`src/rtl/seq_gen.sv`:
```
// Serial pattern generator: shifts a latched pattern out LSB-first over a
// valid/ready link, with optional continuous repeat and synchronous abort.
//
// state   | meaning
// --------+-----------------------------------------------------------
// ST_IDLE | waiting for start with non-zero len; dout/dout_vld low
// ST_SEND | presenting shift register bit 0 with dout_vld high
// ST_DONE | single cycle with done high after the last bit transfers
module seq_gen #(
    parameter int W  = 16,
    parameter int LW = 5
) (
    input  logic          clk,
    input  logic          rst_n,
    input  logic          start,
    input  logic [W-1:0]  pat,
    input  logic [LW-1:0] len,
    input  logic          rpt,
    input  logic          abort,
    input  logic          dout_rdy,
    output logic          dout,
    output logic          dout_vld,
    output logic          busy,
    output logic          done
);

    typedef enum logic [1:0] {
        ST_IDLE = 2'd0,
        ST_SEND = 2'd1,
        ST_DONE = 2'd2
    } state_t;

    state_t        state;
    state_t        state_nxt;
    logic [W-1:0]  shreg;
    logic [W-1:0]  pcopy;
    logic [LW-1:0] cnt;
    logic [LW-1:0] len_q;
    logic          rpt_q;
    logic          rpt_pulse;

    logic [LW-1:0] len_eff;
    logic          accept;
    logic          xfer;
    logic          last;

    assign len_eff = (len > LW'(W)) ? LW'(W) : len;
    assign accept  = (state == ST_IDLE) && start && (len != '0) && !abort;
    assign xfer    = (state == ST_SEND) && dout_rdy;
    assign last    = xfer && (cnt == LW'(1));

    always_ff @(posedge clk or negedge rst_n) begin
        if (!rst_n) begin
            state <= ST_IDLE;
        end else begin
            state <= state_nxt;
        end
    end

    always_comb begin
        state_nxt = state;
        case (state)
            ST_IDLE: if (accept) state_nxt = ST_SEND;
            ST_SEND: if (last && !rpt_q) state_nxt = ST_DONE;
            ST_DONE: state_nxt = ST_IDLE;
            default: state_nxt = ST_IDLE;
        endcase
        if (abort) state_nxt = ST_IDLE;
    end

    // Datapath: shift register, pattern copy, down-counter and repeat pulse.
    always_ff @(posedge clk or negedge rst_n) begin
        if (!rst_n) begin
            shreg     <= '0;
            pcopy     <= '0;
            cnt       <= '0;
            len_q     <= '0;
            rpt_q     <= 1'b0;
            rpt_pulse <= 1'b0;
        end else begin
            rpt_pulse <= 1'b0;
            if (abort) begin
                rpt_pulse <= 1'b0;
            end else if (accept) begin
                shreg <= pat;
                pcopy <= pat;
                cnt   <= len_eff;
                len_q <= len_eff;
                rpt_q <= rpt;
            end else if (xfer) begin
                if (last && rpt_q) begin
                    shreg     <= pcopy;
                    cnt       <= len_q;
                    rpt_pulse <= 1'b1;
                end else begin
                    shreg <= shreg >> 1;
                    cnt   <= cnt - LW'(1);
                end
            end
        end
    end

    // Outputs decode flops only, so they never see input-to-output paths.
    always_comb begin
        dout_vld = (state == ST_SEND);
        busy     = (state == ST_SEND);
        dout     = (state == ST_SEND) ? shreg[0] : 1'b0;
        done     = (state == ST_DONE) || rpt_pulse;
    end

endmodule

```
`config.mk`:
```
export PLATFORM = sky130hd
export DESIGN_NAME = seq_gen
export DESIGN_NICKNAME = d
export VERILOG_FILES = /design/src/rtl/seq_gen.sv
export SDC_FILE = /design/constraint.sdc
export NUM_CORES = 1
export LEC_CHECK = 0
export BUFFER_PORTS_ARGS = -buffer_cell sky130_fd_sc_hd__buf_2
export CORE_UTILIZATION = 57
export DETAILED_ROUTE_END_ITERATION = 8
export GPL_TIMING_DRIVEN = 0
export PLACE_DENSITY_LB_ADDON = 0.12
export SYNTH_ARGS = -nofsm -noshare
export SYNTH_HDL_FRONTEND = slang
export SYNTH_SLANG_ARGS = --single-unit
```
`constraint.sdc`:
```
create_clock -name clk -period 1.9 [get_ports clk]
set_input_delay 0.095 -clock clk [delete_from_list [all_inputs] [get_ports clk]]
set_output_delay 0.095 -clock clk [all_outputs]
set_load 0.02 [all_outputs]
```
# Yosys cells after proc, flatten, opt, wreduce, memory -nomap -nowiden
# Index checks and enable logic that the tools add are counted.
# totals
reg_bits	46
inputBits	27
out_inout_bits	4
word_cells	47
# classes
add_sub_neg	1
order_cmp	1
eq_ne	5
mux	16
n_bitwise	1
n_reduce_logical	16
# ops
operator	n
$mux 16	3
$mux 5	4
$logic_and 1x1->1	7
$mux 2	3
$reduce_and 2->1	3
$eq 5x1->1 const B	1
$gt 5x5->1 const B	1
$mux 1	5
$reduce_bool 5->1	1
$sub 5x1->5 const B	1
$pmux 2 s2	1
$ne 3x2->1 const B	1
$ne 3x3->1 const B	1
$eq 2x1->1 const B	1
$eq 2x2->1 const B	1
$logic_not 1->1	2
$logic_not 2->1	1
$reduce_bool 2->1	1
$logic_or 1x1->1	1
$not 1->1	1

# Logic depth before layout (Yosys ltp)
# Gate-level depths: netlist of run 1.
# logic_depth
ltp_word	8
depth_mapped	8
ltp_nobuf	6

# Worst setup path before layout of run 1
# No wires, ideal clock.
# synth_path
path_type	reg-to-reg
start	register cnt[0]
end	register shreg[10]
arrival_time_ns	1.504
required_time_ns	1.764
setup_slack_ns	0.260
path_stages_with_launch	8
synth_period_minus_slack_ns	1.640
path_cell_list	dfrtp_1 ha_1 and4b_1 buf_2 clkbuf_1 and3_1 a211oi_1 o31ai_1
# synth_between
elab_chain_len	6
# synth_rtl
item	line	rtl
from (decl)	37	logic [LW-1:0] cnt;
from (signal assigned)	87	cnt <= len_eff;
from (signal assigned)	93	cnt <= len_q;
from (signal assigned)	97	cnt <= cnt - LW'(1);
$eq 5x1->1	50	assign last = xfer && (cnt == LW'(1));
$logic_and 1x1->1	50	
$logic_and 1x1->1	91	if (last && rpt_q) begin
$mux 16	91	
$mux 16	90	end else if (xfer) begin
$mux 16	84	end else if (accept) begin
to (signal assigned)	85	shreg <= pat;
to (signal assigned)	92	shreg <= pcopy;
to (signal assigned)	96	shreg <= shreg >> 1;
to (decl)	35	logic [W-1:0] shreg;
# Every way passes these cells. The select of a mux whose other input is x is not followed.
# A chain may end at the register's enable or synchronous reset.

# Worst setup path after layout of run 1
# layout_path
start	register cnt[1]
end	register shreg[13]
# Same word-level chain as after synthesis.

==> impl_results.md, run 1 <==
* Leak Pwr at 1.391 nW
* Mapped Nets at 292
* Final setup fails at 0
* Largest net degree at the start of global routing at 47
* Worst hold slack at 0.008100 ns
* First-pass GRT wire length at 9266 um
* Non-filler cells, final at 360
* Setup TNS at 0 ns
* Min Clock Period, post-route at 1.829 ns
* WS Path Type: flip-flop to flip-flop
* Io pins at 31
* Number of vias per cell at 5.908
* Initial Utilization at 0.5975
* Max Slew Vio Count at 0
* Multi-input gate area at 1199 sq um
* Detailed Route WL at 5920 um
* CTS buffer count at 5
* Placer Congestion at 0.7828
* Arrival @ worst endpoint at 1.99 ns
* # DRC at 0
* Die Span Y at 66.99 um
* Area Growth Syn to Fin at 19.28%
* PortBufs at 30
* Post-synthesis sequential element count at 46
* Pre-CTS setup slack at -0.08284 ns
* Period Utilization, post-route at 0.9628
* Post-synthesis simple-gate area fraction at 0.2412
* Initial antenna violation count at 0
* Post-synthesis adder-cell area fraction at 0.01040
* Post-synthesis compound-gate area fraction at 0.2147
* Total area of sequential cells at 1151 sq um
* Vias at 2127
* CTS clk-pin slew, worst paths at 0.09 ns
* Maximum clock insertion buffer count at 2
* Total power at 2.779 mW
* Die area at 4487 sq um
* Max H-tree Level at 2
* RSZ-0062 raised after global routing: false
* Gr usage total at 0.2794
* Hold Crit Class: input port to flip-flop
* Sink Count at 46
* Syn_area_per_cell at 9.153 sq um
* CP required at 2.06 ns
* Relative slew slack at 0.3173
* Share of cells above drive strength 1 at 0.2484
* P per Cell Area at 967.7 nW/um^2
* Crit path max fanout at 10
* Detail Route Antenna Nets at 0
* Final Hold Fails at 0
* N_diodes at 0
* Vias in the first global route at 1997
* Drt wl/cell at 16.44 um
* Psw at 0.9172 mW
* Crit. End Element: flip-flop
* Total gr overflow at 0
* Die X at 66.99 um
* Clock Latency Late Sink at 0.30 ns
* # fillers at 312
* Core Box Area at 4029 sq um
* Clock Skew at 0.009873 ns
* Synth Warn # at 0
* Initial drt markers at 218
* Max VDD drop at 0.6811 mV
* HPWL after DPL at 3902 um
* Pre-Repair DR Iteration Count at 4
* # Max-Cap Violations at 0
* Yosys cell types at 42
* Synth Cell Area at 2407 sq um
* Synth Instances at 263
* Highest clock rate at 546.6 MHz
* CTS tree: yes
* Sequential share of power at 0.503
* Sw frac at 0.3301
* Outcome: completed
* Largest family of logic cells by synthesized area: simple AND/OR/NAND/NOR gates
* Pint at 1.861 mW
* Worst-Margin Slew at 1.024 ns
* NumNets Final at 338
* Fin worst setup slack at 0.07060 ns
* Register area share after synthesis at 0.4782
* Post-Synth XOR/XNOR Area at 0.01091
* Logic pwr share at 0.273
* Number of instances in the placed design at 343
* Root Driver: clkbuf_8
* Worst setup SP type: flip-flop
* Clock power share at 0.224
* Row count at 23
* Post-synthesis mux area share at 0
## what timing repair did
item	in CTS	in global routing
pin swaps	0	3
gates resized for setup	4	20
hold buffers	7	0
gates cloned	0	0
setup buffers	0	2
endpoints found under the hold margin	20	0
endpoints found under the setup margin	12	28
## metrics by stage
| step | utilization | cell area, sq um |
|---|---|---|
| 2_1_floorplan | - | 2407 |
| 3_3_place_gp | 0.6503 | 2620 |
| 3_5_place_dp | 0.6503 | 2620 |
| 4_1_cts | 0.6935 | 2794 |
| 5_1_grt | 0.7127 | 2872 |
| 6_report | 0.7127 | 2872 |
## power groups by stage
stage	Clock, mW	Combinational [mW]	Sequential (mW)
after floorplan	0	0.529	1.35
after global placement	0	0.672	1.39
after detailed placement	0	0.704	1.39
after CTS	0.639	0.725	1.38
after global routing	0.674	0.850	1.42
final	0.622	0.759	1.40
## logic make-up (layout without fill, tap and decap cells)
family / Yosys count / in the layout
buffers and inverters: 22 / 69
XOR/XNOR: 3 / 3
flip-flops: 46 / 46
AO/OA/AOI/OAI: 73 / 73
adder cells (fa/ha/maj): 2 / 2
AND/OR/NAND/NOR: 117 / 117
## per-layer routing
layer  vias up  routed length [um]  global-route usage
li1       1028                   -                   -
met1      1020                2598              0.3616
met2        73                2921              0.4558
met3         6                 341             0.05993
met4         0                  59              0.1011
met5         -                   0                   0
## sequential cells by signal (all words and copies together) (netlist names)
name,flops
pcopy,16
shreg,16
cnt,5
len_q,5
state,2
rpt_pulse,1
rpt_q,1
## critical path, cell delays in order (launching register included)
cell and delay (ns):
dfrtp_1 0.40, inv_2 0.09, ha_2 0.19, and4b_1 0.23, buf_6 0.14, nand2_2 0.07
buf_4 0.20, a211oi_1 0.27, o31ai_1 0.09
## cells in the mapped netlist (all sizes together)
library cell	number	area, sq um
nor4	1	12.51
nand2	75	284.0
a22o	3	26.28
o31ai	16	120.1
nor2	7	26.28
clkbuf	4	15.01
nand2b	1	6.260
xnor2	3	26.28
o211ai	2	15.01
a21o	1	7.510
nor3	5	35.03
nand4b	1	8.760
buf	15	81.32
a21boi	1	18.77
a31oi	2	12.51
a211o	3	26.28
ha	2	25.02
o2111ai	1	8.760
or4b	1	10.01
a221o	1	10.01
a211oi	16	120.1
or2	1	6.260
nor3b	2	20.02
a21oi	22	113.9
and4b	1	10.01
nor4b	2	38.78
dfrtp	46	1151
inv	3	11.26
a221oi	1	15.01
and3	16	100.1
a22oi	1	7.510
nand3	2	10.01
o21ai	3	15.01
and2	2	12.51
## final timing paths
path | startpoint | slack [ns] | end | cells after the start
setup / recovery | cnt[1] | 0.07 | shreg[13] | 8
setup reg to reg | cnt[1] | 0.07 | shreg[13] | 8
hold / removal | pat[8] | 0.008 | pcopy[8] | 3
hold reg to reg | pcopy[3] | 0.47 | pcopy[3] | 2
max in group asynchronous | rst_n | 0.76 | pcopy[8] | 2
min in group asynchronous | rst_n | 0.50 | pcopy[1] | 2
## cell type report
class                   count  share of cell area
repair buffers             39             0.08192
inverters                   3            0.003922
multi-input cells         195              0.4174
flip-flops and latches     46              0.4009
plain buffers              19             0.04096
clock inverters             2            0.004357
well taps                  50             0.02179
clock buffers               6             0.02876
## placed cells by master, fill, tap and decap left out, types with 3 or more instances in the layout
cell type,instances
buf_4,7
clkbuf_8,6
nand2_1,74
nor2_1,7
a211oi_1,8
a211oi_2,8
nor3_1,3
buf_2,38
dfrtp_1,46
a22o_1,3
a21oi_1,21
xnor2_1,3
a211o_1,3
and3_1,16
dlygate4sd3_1,7
o31ai_1,16
Note: power is estimated with default switching activity, not from simulation.
==> inputs of run 2 (changes only) <==
--- a/config.mk
+++ b/config.mk
@@ -6,7 +6,7 @@
 export NUM_CORES = 1
 export LEC_CHECK = 0
-export BUFFER_PORTS_ARGS = -buffer_cell sky130_fd_sc_hd__buf_2
-export CORE_UTILIZATION = 57
+export CORE_UTILIZATION = 63
 export DETAILED_ROUTE_END_ITERATION = 8
+export DONT_BUFFER_PORTS = 1
 export GPL_TIMING_DRIVEN = 0
 export PLACE_DENSITY_LB_ADDON = 0.12
==> constraint.sdc (replaced) <==
create_clock -name clk -period 1.9 [get_ports clk]
set_input_delay 0.095 -clock clk [delete_from_list [all_inputs] [get_ports clk]]
set_output_delay 0.095 -clock clk [all_outputs]
set_load 0.005 [all_outputs]
==> run 2 against run 1 <==
  * The flow now finishes with violations (setup timing)
  * Count of clock-buffer cells in the layout up 2
  * Register-to-register slack got worse by 0.08 ns
  * Routed wire length is 11% higher
  * Cell area up 4.4%
  * Non-clock buffer count decreased by 9
  * Via count is 5.7% higher
  * Power up 3.6%
  * Utilization up 11 points
  * Worst setup slack got worse by 0.085 ns
  * Critical path depth is the same
  * Die area decreased by 9.2%
  * Sequential share of layout area down 1.7 points
  * Critical path type unchanged
  * Critical endpoint is now shreg[1]
==> impl_results.md, run 2 (synthesized netlist as in run 1, its figures left out) <==
* Relative slew slack at 0.4837
* Worst hold slack at 0.0009044 ns
* Maximum clock insertion buffer count at 2
* Largest net degree at the start of global routing at 47
* Number of vias per cell at 6.444
* Clock Latency Late Sink at 0.30 ns
* Placed cell area at 2467 sq um
* Initial drt markers at 294
* Worst-Margin Slew at 0.7702 ns
* Area Growth Syn to Fin at 24.48%
* Final Hold Fails at 0
* Final setup fails at 1
* Multi-input gate area at 1232 sq um
* Non-filler cells, final at 349
* # Max-Cap Violations at 0
* Violated checks: setup timing
* Detailed Route WL at 6575 um
* Hold Crit Class: input port to flip-flop
* CTS buffer count at 5
* Die area at 4072 sq um
* Vias in the first global route at 2216
* CTS tree: yes
* CP required at 2.08 ns
* Io pins at 31
* WS Path Type: flip-flop to flip-flop
* Crit path max fanout at 10
* Core Box Area at 3661 sq um
* Most frequent cells in the layout: nand2_1, dfrtp_1, dlygate4sd3_1
* Crit. End Element: flip-flop
* First-pass GRT wire length at 10140 um
* Most common cell after layout, fill and taps aside: nand2_1
* Largest regs: pcopy: 16 flops, shreg: 16 flops
* NumNets Final at 329
* Clock Skew at 0.007667 ns
* Die X at 63.82 um
* HPWL after DPL at 3841 um
* Row count at 22
* CTS clk-pin slew, worst paths at 0.09 ns
* PortBufs at 0
* Max Slew Vio Count at 0
* Outcome: finished, violations left
* Leak Pwr at 1.393 nW
* Arrival @ worst endpoint at 2.10 ns
* Number of instances in the placed design at 311
* Pre-Repair DR Iteration Count at 6
* Cells on worst reg2reg path at 8
* Min Clock Period, post-route at 1.914 ns
* Initial Utilization at 0.6576
* Die Span Y at 63.82 um
* Max VDD drop at 0.6560 mV
* Vias at 2249
* # DRC at 0
* Detail Route Antenna Nets at 0
* N_diodes at 0
* Gr usage total at 0.3284
* Total area of sequential cells at 1151 sq um
* Drt wl/cell at 18.84 um
* Highest clock rate at 522.4 MHz
* Placer Congestion at 0.8633
* RSZ-0062 raised after global routing: true
* Post-Layout Inst Area at 2997 sq um
* P per Cell Area at 960.3 nW/um^2
* # fillers at 231
* Setup TNS at -0.01437 ns
* Worst setup SP type: flip-flop
* Hold Crit Depth at 2
* Total power at 2.878 mW
* Root Driver: clkbuf_8
* Sink Count at 46
* Share of cells above drive strength 1 at 0.1827
* Fin worst setup slack at -0.01437 ns
* Initial antenna violation count at 0
* Period Utilization, post-route at 1.008
* Max H-tree Level at 2
* Total gr overflow at 0
## run 2: cell types whose count changed in the layout (fill, tap and decap cells not counted), moves of 2 or more
cell,previous run,this run
dlygate4sd3_1,7,24
clkbuf_8,6,8
buf_4,7,10
buf_2,38,6
a211oi_1,8,4
a211oi_2,8,12
## run 2: routing by layer
| metal | track usage | routed length, um |
|---|---|---|
| met5 | 0 | 0 |
| met4 | 0.1023 | 158 |
| met3 | 0.09464 | 458 |
| met2 | 0.5465 | 3199 |
| met1 | 0.4116 | 2758 |
## run 2: worst paths after layout
kind / end / slack [ns] / startpoint
worst max-delay path: shreg[1] / -0.01 / cnt[1]
worst min-delay path: shreg[14] / 0.0009 / pat[14]
worst max register to register: shreg[1] / -0.01 / cnt[1]
worst min register to register: pcopy[5] / 0.47 / pcopy[5]
max in group asynchronous: shreg[5] / 1.40 / rst_n
min in group asynchronous: shreg[2] / 0.28 / rst_n
## run 2: area by class of cell
| type | instances | area share |
|---|---|---|
| buffer | 19 | 0.04217 |
| inverter | 3 | 0.003758 |
| tap | 48 | 0.02004 |
| multi-input combinational | 195 | 0.4113 |
| clock buffer | 8 | 0.03674 |
| sequential | 46 | 0.3841 |
| timing repair buffer | 30 | 0.1019 |
## run 2: where the power goes
group | switching, mW | total, mW | internal [mW]
combinational | 0.388 | 0.770 | 0.382
clock | 0.333 | 0.701 | 0.368
sequential | 0.198 | 1.41 | 1.21
total | 0.919 | 2.88 | 1.96
## run 2: timing repair
action | CTS | global route
pin swaps | 0 | 1
hold endpoints to repair | 71 | 0
endpoints found under the setup margin | 8 | 27
gates cloned | 0 | 0
resized for setup | 2 | 33
setup buffers | 0 | 5
hold buffers | 25 | 0
## run 2: metrics by stage
| step | setup WS (ns) | util |
|---|---|---|
| floorplan | 0.2600 | - |
| global placement | -0.02739 | 0.6740 |
| detailed placement | -0.1248 | 0.6740 |
| CTS | 0.01147 | 0.7782 |
| global route | -0.1056 | 0.8185 |
| finish | -0.01437 | 0.8185 |
## run 2: critical path, stage by stage (launching register included)
cell,delay (ns)
dfrtp_1,0.40
inv_1,0.10
ha_2,0.20
and4b_1,0.23
buf_6,0.15
nand2_2,0.08
buf_4,0.21
a211oi_1,0.30
o31ai_1,0.11
